--- config.mk ---
export PLATFORM = sky130hd
export DESIGN_NAME = pc_sequencer
export DESIGN_NICKNAME = d
export VERILOG_FILES = /design/src/rtl/pc_sequencer_pkg.sv /design/src/rtl/pc_sequencer_wait_timer.sv /design/src/rtl/pc_sequencer.sv
export SDC_FILE = /design/constraint.sdc
export NUM_CORES = 1
export LEC_CHECK = 0
export CORE_MARGIN = 10
export CORE_UTILIZATION = 56
export CTS_BUF_LIST = sky130_fd_sc_hd__clkbuf_2 sky130_fd_sc_hd__clkbuf_4 sky130_fd_sc_hd__clkbuf_8
export DETAILED_ROUTE_END_ITERATION = 10
export MAX_ROUTING_LAYER = met4
export PLACE_DENSITY = 0.9
export SLEW_MARGIN = 20
export SYNTH_ARGS = -nofsm -noshare
export SYNTH_HDL_FRONTEND = slang
export SYNTH_HIERARCHICAL = 1
export SYNTH_SLANG_ARGS = --single-unit
--- constraint.sdc ---
create_clock -name CLK -period 5.6 [get_ports CLK]
set_input_delay 0.84 -clock CLK [delete_from_list [all_inputs] [get_ports CLK]]
set_output_delay 0.84 -clock CLK [all_outputs]
set_load 0.01 [all_outputs]
--- src/rtl/pc_sequencer_pkg.sv ---
// Shared definitions for the pc_sequencer control slice.
//   - state_t   : FSM state encoding (FETCH=0 .. ERROR=6)
//   - OP_*      : 6-bit primary opcodes recognised by the decoder
//   - ALU_*     : ALUOp codes presented to the ALU control
//   - is_exec_op: true for opcodes that need an EXEC stage
package pc_sequencer_pkg;

  typedef enum logic [2:0] {
    S_FETCH  = 3'd0,
    S_DECODE = 3'd1,
    S_EXEC   = 3'd2,
    S_MEM    = 3'd3,
    S_WB     = 3'd4,
    S_HALT   = 3'd5,
    S_ERROR  = 3'd6
  } state_t;

  localparam logic [5:0] OP_RTYPE = 6'h00;
  localparam logic [5:0] OP_ADDI  = 6'h08;
  localparam logic [5:0] OP_LW    = 6'h23;
  localparam logic [5:0] OP_SW    = 6'h2B;
  localparam logic [5:0] OP_BEQ   = 6'h04;
  localparam logic [5:0] OP_HALT  = 6'h3F;

  localparam logic [1:0] ALU_ADD   = 2'b00;
  localparam logic [1:0] ALU_SUB   = 2'b01;
  localparam logic [1:0] ALU_FUNCT = 2'b10;

  function automatic logic is_exec_op(input logic [5:0] op);
    return (op == OP_RTYPE) || (op == OP_ADDI) || (op == OP_LW) ||
           (op == OP_SW)    || (op == OP_BEQ);
  endfunction

endpackage

--- src/rtl/pc_sequencer_wait_timer.sv ---
// seq_wait_timer: counts cycles a request has been waiting for its ack.
// Ports:
//   clk     in  clock
//   rst     in  synchronous active-high reset
//   clr     in  restart the count (takes priority over inc)
//   inc     in  request pending without ack this cycle
//   expired out this is the WAIT_MAX-th unacknowledged cycle
module seq_wait_timer #(
  parameter int WAIT_MAX = 255
) (
  input  logic clk,
  input  logic rst,
  input  logic clr,
  input  logic inc,
  output logic expired
);

  // The count only needs to reach WAIT_MAX-1; expiry is detected on the
  // cycle that would bring it to WAIT_MAX.
  localparam int CW = (WAIT_MAX > 1) ? $clog2(WAIT_MAX) : 1;

  logic [CW-1:0] cnt_q;

  assign expired = inc && (cnt_q == CW'(WAIT_MAX - 1));

  always_ff @(posedge clk) begin
    // NOTE: registered state uses non-blocking assignments so every flop
    // samples pre-edge values regardless of block evaluation order.
    if (rst || clr) begin
      cnt_q <= '0;
    end else if (inc && !expired) begin
      cnt_q <= cnt_q + CW'(1);
    end
  end

endmodule

--- src/rtl/pc_sequencer.sv ---
// pc_sequencer: multi-cycle control FSM around ProgramCounter.
// Fetches one instruction per imem handshake, decodes the latched opcode and
// drives PC, register file, ALU and data-memory controls. Counts retired
// instructions and traps to ERROR when a handshake waits too long.
// Ports:
//   CLK, MasterReset        clock, synchronous active-high reset
//   opcode                  instr[31:26], captured on the IRWrite cycle
//   imem_ack, dmem_ack      memory handshake acknowledges
//   imem_req, IRWrite       fetch request, instruction register load
//   dmem_req, dmem_we       data memory request / write
//   PCWrite, nPC_Sel        PC advance strobe and branch select
//   RegWrite, RegDst, ALUSrc, MemToReg, ALUOp   datapath controls
//   halted, error           in HALT / ERROR state
//   retired                 retired-instruction count (wraps)
module pc_sequencer
  import pc_sequencer_pkg::*;
#(
  parameter int CNT_W    = 32,
  parameter int WAIT_MAX = 255
) (
  input  logic             CLK,
  input  logic             MasterReset,
  input  logic [5:0]       opcode,
  input  logic             imem_ack,
  input  logic             dmem_ack,
  output logic             imem_req,
  output logic             IRWrite,
  output logic             dmem_req,
  output logic             dmem_we,
  output logic             PCWrite,
  output logic             nPC_Sel,
  output logic             RegWrite,
  output logic             RegDst,
  output logic             ALUSrc,
  output logic             MemToReg,
  output logic [1:0]       ALUOp,
  output logic             halted,
  output logic             error,
  output logic [CNT_W-1:0] retired
);

  state_t             state_q, state_d;
  logic [5:0]         op_q;
  logic [CNT_W-1:0]   retired_q;
  logic               wait_inc, wait_clr, wait_expired;

  // Waiting is judged from registered state and the raw acks so the timer
  // output does not depend on the next-state decode.
  assign wait_inc = !MasterReset &&
                    (((state_q == S_FETCH) && !imem_ack) ||
                     ((state_q == S_MEM)   && !dmem_ack));
  // Any state change restarts the count, so FETCH and MEM are always
  // entered with a zero count.
  assign wait_clr = (state_d != state_q);

  seq_wait_timer #(
    .WAIT_MAX (WAIT_MAX)
  ) u_wait_timer (
    .clk     (CLK),
    .rst     (MasterReset),
    .clr     (wait_clr),
    .inc     (wait_inc),
    .expired (wait_expired)
  );

  always_comb begin
    // NOTE: every output gets a default before the case so no path leaves
    // a signal unassigned, which would otherwise infer a latch.
    state_d  = state_q;
    imem_req = 1'b0;
    IRWrite  = 1'b0;
    dmem_req = 1'b0;
    dmem_we  = 1'b0;
    PCWrite  = 1'b0;
    nPC_Sel  = 1'b0;
    RegWrite = 1'b0;
    RegDst   = 1'b0;
    ALUSrc   = 1'b0;
    MemToReg = 1'b0;
    ALUOp    = ALU_ADD;
    halted   = 1'b0;
    error    = 1'b0;

    if (MasterReset) begin
      // Outputs stay at their zero defaults; any ack now is ignored.
      state_d = S_FETCH;
    end else begin
      unique case (state_q)
        S_FETCH: begin
          imem_req = 1'b1;
          if (imem_ack) begin
            IRWrite = 1'b1;
            state_d = S_DECODE;
          end else if (wait_expired) begin
            state_d = S_ERROR;
          end
        end

        S_DECODE: begin
          if (op_q == OP_HALT) begin
            state_d = S_HALT;
          end else if (is_exec_op(op_q)) begin
            state_d = S_EXEC;
          end else begin
            // Unknown opcode retires as a NOP.
            PCWrite = 1'b1;
            state_d = S_FETCH;
          end
        end

        S_EXEC: begin
          unique case (op_q)
            OP_RTYPE: begin
              ALUOp   = ALU_FUNCT;
              RegDst  = 1'b1;
              state_d = S_WB;
            end
            OP_ADDI: begin
              ALUSrc  = 1'b1;
              state_d = S_WB;
            end
            OP_LW, OP_SW: begin
              ALUSrc  = 1'b1;
              state_d = S_MEM;
            end
            OP_BEQ: begin
              ALUOp   = ALU_SUB;
              nPC_Sel = 1'b1;
              PCWrite = 1'b1;
              state_d = S_FETCH;
            end
            default: state_d = S_ERROR;
          endcase
        end

        S_MEM: begin
          dmem_req = 1'b1;
          dmem_we  = (op_q == OP_SW);
          ALUSrc   = 1'b1;
          if (dmem_ack) begin
            if (op_q == OP_SW) begin
              PCWrite = 1'b1;
              state_d = S_FETCH;
            end else begin
              state_d = S_WB;
            end
          end else if (wait_expired) begin
            state_d = S_ERROR;
          end
        end

        S_WB: begin
          RegWrite = 1'b1;
          MemToReg = (op_q == OP_LW);
          RegDst   = (op_q == OP_RTYPE);
          ALUSrc   = (op_q == OP_ADDI) || (op_q == OP_LW);
          PCWrite  = 1'b1;
          state_d  = S_FETCH;
        end

        S_HALT:  halted = 1'b1;
        S_ERROR: error  = 1'b1;
        default: state_d = S_ERROR;
      endcase
    end
  end

  always_ff @(posedge CLK) begin
    if (MasterReset) begin
      state_q   <= S_FETCH;
      op_q      <= '0;
      retired_q <= '0;
    end else begin
      state_q <= state_d;
      if (IRWrite) op_q <= opcode;
      if (PCWrite) retired_q <= retired_q + CNT_W'(1);
    end
  end

  assign retired = MasterReset ? '0 : retired_q;

endmodule
==> impl_metrics.py <==
metrics = {
    "status": {
        "status": "finished clean",
    },
    "power": {
        "internal_power_uw": 504.1,
        "p_seq_frac": 0.522,
        "net-switching-power_uw": 238.5,
        "clock_power_share": 0.265,
        "power.density_mw_per_mm2": 199.2,
        "power.combinational.fraction": 0.213,
        "leakagePower_uw": 0.001141,
        "netSwitchingFraction": 0.3212,
        "max-vdd-ir-drop_v": 0.0001631,
    },
    "synthesis": {
        "synth_cell_type_count": 61,
        "dominant_combinational_cell_family_by_area_after_synthesis": "simple AND/OR/NAND/NOR gates",
        "post-synth-top-area-cell": "dfxtp_1",
        "most_used_standard_cell_by_instance_count_after_synthesis": "nor2_1",
        "post_synth_main_area_contributors": "dfxtp_1 (31%), xnor2_1 (7.6%), nor2_1 (6.4%)",
        "synth_xor_area_frac": 0.07563,
        "synth-async-reset-ratio": 0,
        "yosysTopAreaCellShare": 0.3137,
        "area_fraction_in_compound_gates_after_synthesis": 0.2153,
        "mappedNetlistArea_mm2": 0.003127,
        "synth-main-ff-cell": "dfxtp_1",
        "synthesis.nets": 400,
        "synth.yosys.warnings": 6,
        "edff_count_synth": 0,
        "ys_seq_elements": 49,
        "synth_sequential_area_ratio": 0.3137,
        "synthesis.instances": 387,
        "synth_commonest_cells": "nor2_1 (53), dfxtp_1 (49), nand2_1 (33)",
        "post_synth_fa_ha_maj_area_fraction": 0.01200,
        "syn-mean-instance-area_um2": 8.079,
        "synth_mux_area_frac": 0.01721,
        "synthSimpleGateAreaFrac": 0.3053,
    },
    "setup_path": {
        "timing.critical_path.from": "dmem_ack",
        "reg2reg_setup_slack_ps": 1900,
        "critPathArrivalTime_ps": 4110,
        "r2r-end": "u_wait_timer/cnt_q[4]$_SDFFE_PP0P_",
        "worstPathMaxFanout": 8,
        "worstSetupStartpointType": "input port",
        "worst_ep_required_time_ps": 5800,
        "worst_r2r_path_depth": 14,
        "critical_path.reg2reg.startpoint": "state_q[0]$_SDFF_PP0_",
        "worst-setup-path-type": "in -> reg",
        "endpoint_kind": "flip-flop",
    },
    "clocking": {
        "cts_hold_buf": 0,
        "clkLatencyLatePin_ps": 300,
        "postCtsResizedCells": 0,
        "tritoncts": "built",
        "cts.htree.levels": 2,
        "cts_inserted_buffers": 5,
        "cts.sink_count": 49,
        "root_driver": "clkbuf_8",
        "cts_max_path_buffers": 2,
        "cts.reportedPaths.clkPinSlew_ps": 90,
        "postCtsSetupRepairBufs": 0,
    },
    "routing": {
        "drt_first_pass_iters": 5,
        "drt_first_iter_violations": 159,
        "drt-total-wl_um": 7828,
        "total_number_of_vias": 2934,
        "avgViaCountPerCell": 5.903,
        "antenna_violating_nets_post_route": 0,
        "drc_errors": 0,
        "wl_per_cell_um": 15.75,
    },
    "timing": {
        "final_setup_skew_ps": 3.585,
        "slew_headroom": 0.5328,
        "timing_worst_slew_pin_value_ps": 695.5,
        "fin_crit_sh": 0.6992,
        "slew_violations": 0,
        "setup_viol_count_final": 0,
        "hold_viol_final": 0,
        "timing.fmax_mhz": 255.4,
        "rsz0062_at_grt": "false",
        "period_needed_ps": 3916,
        "whs_ps": 516.0,
        "post_route_setup_tns_ps": 0,
    },
    "finish": {
        "finalInstanceArea_mm2": 0.003729,
        "insertedDiodeCount": 0,
        "layout.filler_cells": 457,
        "design.final.nets": 439,
        "post_route_cells_drive_above_1_share": 0.08000,
        "flow.area_growth_from_synthesis_pct": 19.25,
    },
    "global_route": {
        "top_usage_layer": "met2",
        "initial_antenna_violation_count": 0,
        "grt.met2_usage": 0.2918,
        "grt.met1_usage": 0.2229,
        "grt_first_pass_wirelength_um": 13190,
        "vias_in_the_first_global_route": 2809,
        "grt_util_met3": 0.03648,
        "grt_overflow_total": 0,
        "grt_usage": 0.1807,
        "grt_start_max_net_pins": 62,
    },
    "job": {
        "max-cap-violations": 0,
    },
    "place": {
        "port-buffer-count": 55,
        "placement.cell_area_mm2": 0.003655,
        "dp_hpwl_um": 5532,
        "gpl.final_weighted_congestion": 1.018,
    },
    "die": {
        "initial_core_util": 0.5713,
        "die-height_um": 94.72,
        "io_pins": 56,
        "coreArea_mm2": 0.005473,
        "die_area_mm2": 0.008972,
        "rows": 27,
        "die-width_um": 94.72,
    },
    "hold_path": {
        "whs_endpoint": "op_q[0]$_SDFFE_PP0P_",
        "worstHoldStart": "op_q[0]$_SDFFE_PP0P_",
        "hold_path.class": "reg -> reg",
        "whs_path_depth": 2,
    },
}
-- per-layer routing --
metal,routed length (um),vias up
met1,3385,1371
li1,-,1435
met5,0,-
met4,102,0
met3,538,12
met2,3801,116
-- flip-flops by register name, summed over array words and instances (netlist names) --
register / count
op_q: 6
state_q: 3
retired_q: 32
u_wait_timer/cnt_q: 8
-- power by group through the flow --
stage	clock (uW)	combinational [uW]	sequential, uW
floorplan	0	130	378
global placement	0	151	393
detailed placement	0	156	394
CTS	201	157	386
global route	213	177	390
finish	197	158	388
-- final cells by class --
| type | count | area, um^2 | share of cell area |
|---|---|---|---|
| multi-input combinational | 296 | 1956 | 0.5245 |
| sequential | 49 | 980.9 | 0.2631 |
| timing repair buffer | 58 | 568.0 | 0.1523 |
| tap | 72 | 90.09 | 0.02416 |
| clock buffer | 5 | 68.82 | 0.01846 |
| inverter | 16 | 60.06 | 0.01611 |
| clock inverter | 1 | 5.005 | 0.001342 |
-- worst max-delay path: stages --
cell,delay (ps)
clkdlybuf4s50_1,510
inv_1,120
a31oi_1,80
nor3_1,560
and3_1,340
nor3b_1,250
o21ai_0,110
a311o_1,340
o311ai_0,160
a211oi_1,80
o21ai_0,250
or2_1,260
a2111o_1,150
o21ai_2,50
-- layout by cell type, fill, tap and decap left out, types with 2 or more instances in the layout --
| cell | Yosys | layout |
|---|---|---|
| buf_4 | 1 | 3 |
| and4_1 | 2 | 2 |
| a311oi_1 | 2 | 2 |
| nand3_1 | 14 | 14 |
| a21o_1 | 2 | 2 |
| and2_1 | 2 | 2 |
| nand2_1 | 33 | 33 |
| a211oi_1 | 13 | 13 |
| inv_1 | 16 | 16 |
| a21oi_1 | 14 | 14 |
| o21ai_0 | 12 | 12 |
| a31oi_1 | 5 | 5 |
| dfxtp_1 | 49 | 49 |
| nor2b_1 | 26 | 26 |
| nor4_1 | 3 | 3 |
| nor2_1 | 53 | 53 |
| nand2b_1 | 11 | 11 |
| a2111oi_4 | 2 | 2 |
| and3_1 | 7 | 7 |
| nand4b_1 | 3 | 3 |
| a211oi_2 | 6 | 6 |
| xnor2_1 | 27 | 27 |
| clkbuf_8 | 0 | 5 |
| o31a_1 | 2 | 2 |
| mux2i_1 | 2 | 2 |
| nor3_1 | 6 | 6 |
| a2111oi_2 | 7 | 7 |
| nand4_1 | 8 | 8 |
| clkdlybuf4s50_1 | 0 | 54 |
| ha_1 | 3 | 3 |
| mux2_1 | 3 | 3 |
-- through the flow --
step	util	setup WS (ps)	power, uW	std cells
3_5_place_dp	0.6678	1477	550.6	491
2_1_floorplan	-	1978	507.3	387
5_1_grt	0.6813	1257	780.0	497
4_1_cts	0.6813	1764	744.6	497
3_3_place_gp	0.6678	1692	543.4	491
6_report	0.6813	1684	742.7	497
-- cells by family (layout without fill, tap and decap cells) --
kind of cell / count (synthesis) / after routing
buffers and inverters: 42 / 80
adders and majority gates: 3 / 3
DFF: 49 / 49
and+or+nand+nor: 181 / 181
xor gates and xnor gates: 27 / 27
muxes: 5 / 5
AOI/OAI and AO/OA: 80 / 80
-- worst max-delay path by stage --
stage | endpoint | slack (ps) | cells past startpoint
finish | u_wait_timer/cnt_q[4]$_SDFFE_PP0P_ | 1680 | 14
global route | u_wait_timer/cnt_q[5]$_SDFFE_PP0P_ | 1260 | 14
CTS | PCWrite | 1760 | 7
detailed placement | u_wait_timer/cnt_q[4]$_SDFFE_PP0P_ | 1480 | 14
global placement | u_wait_timer/cnt_q[4]$_SDFFE_PP0P_ | 1690 | 14
floorplan | u_wait_timer/cnt_q[4]$_SDFFE_PP0P_ | 1980 | 13
Note: power is estimated with default switching activity, not from simulation.
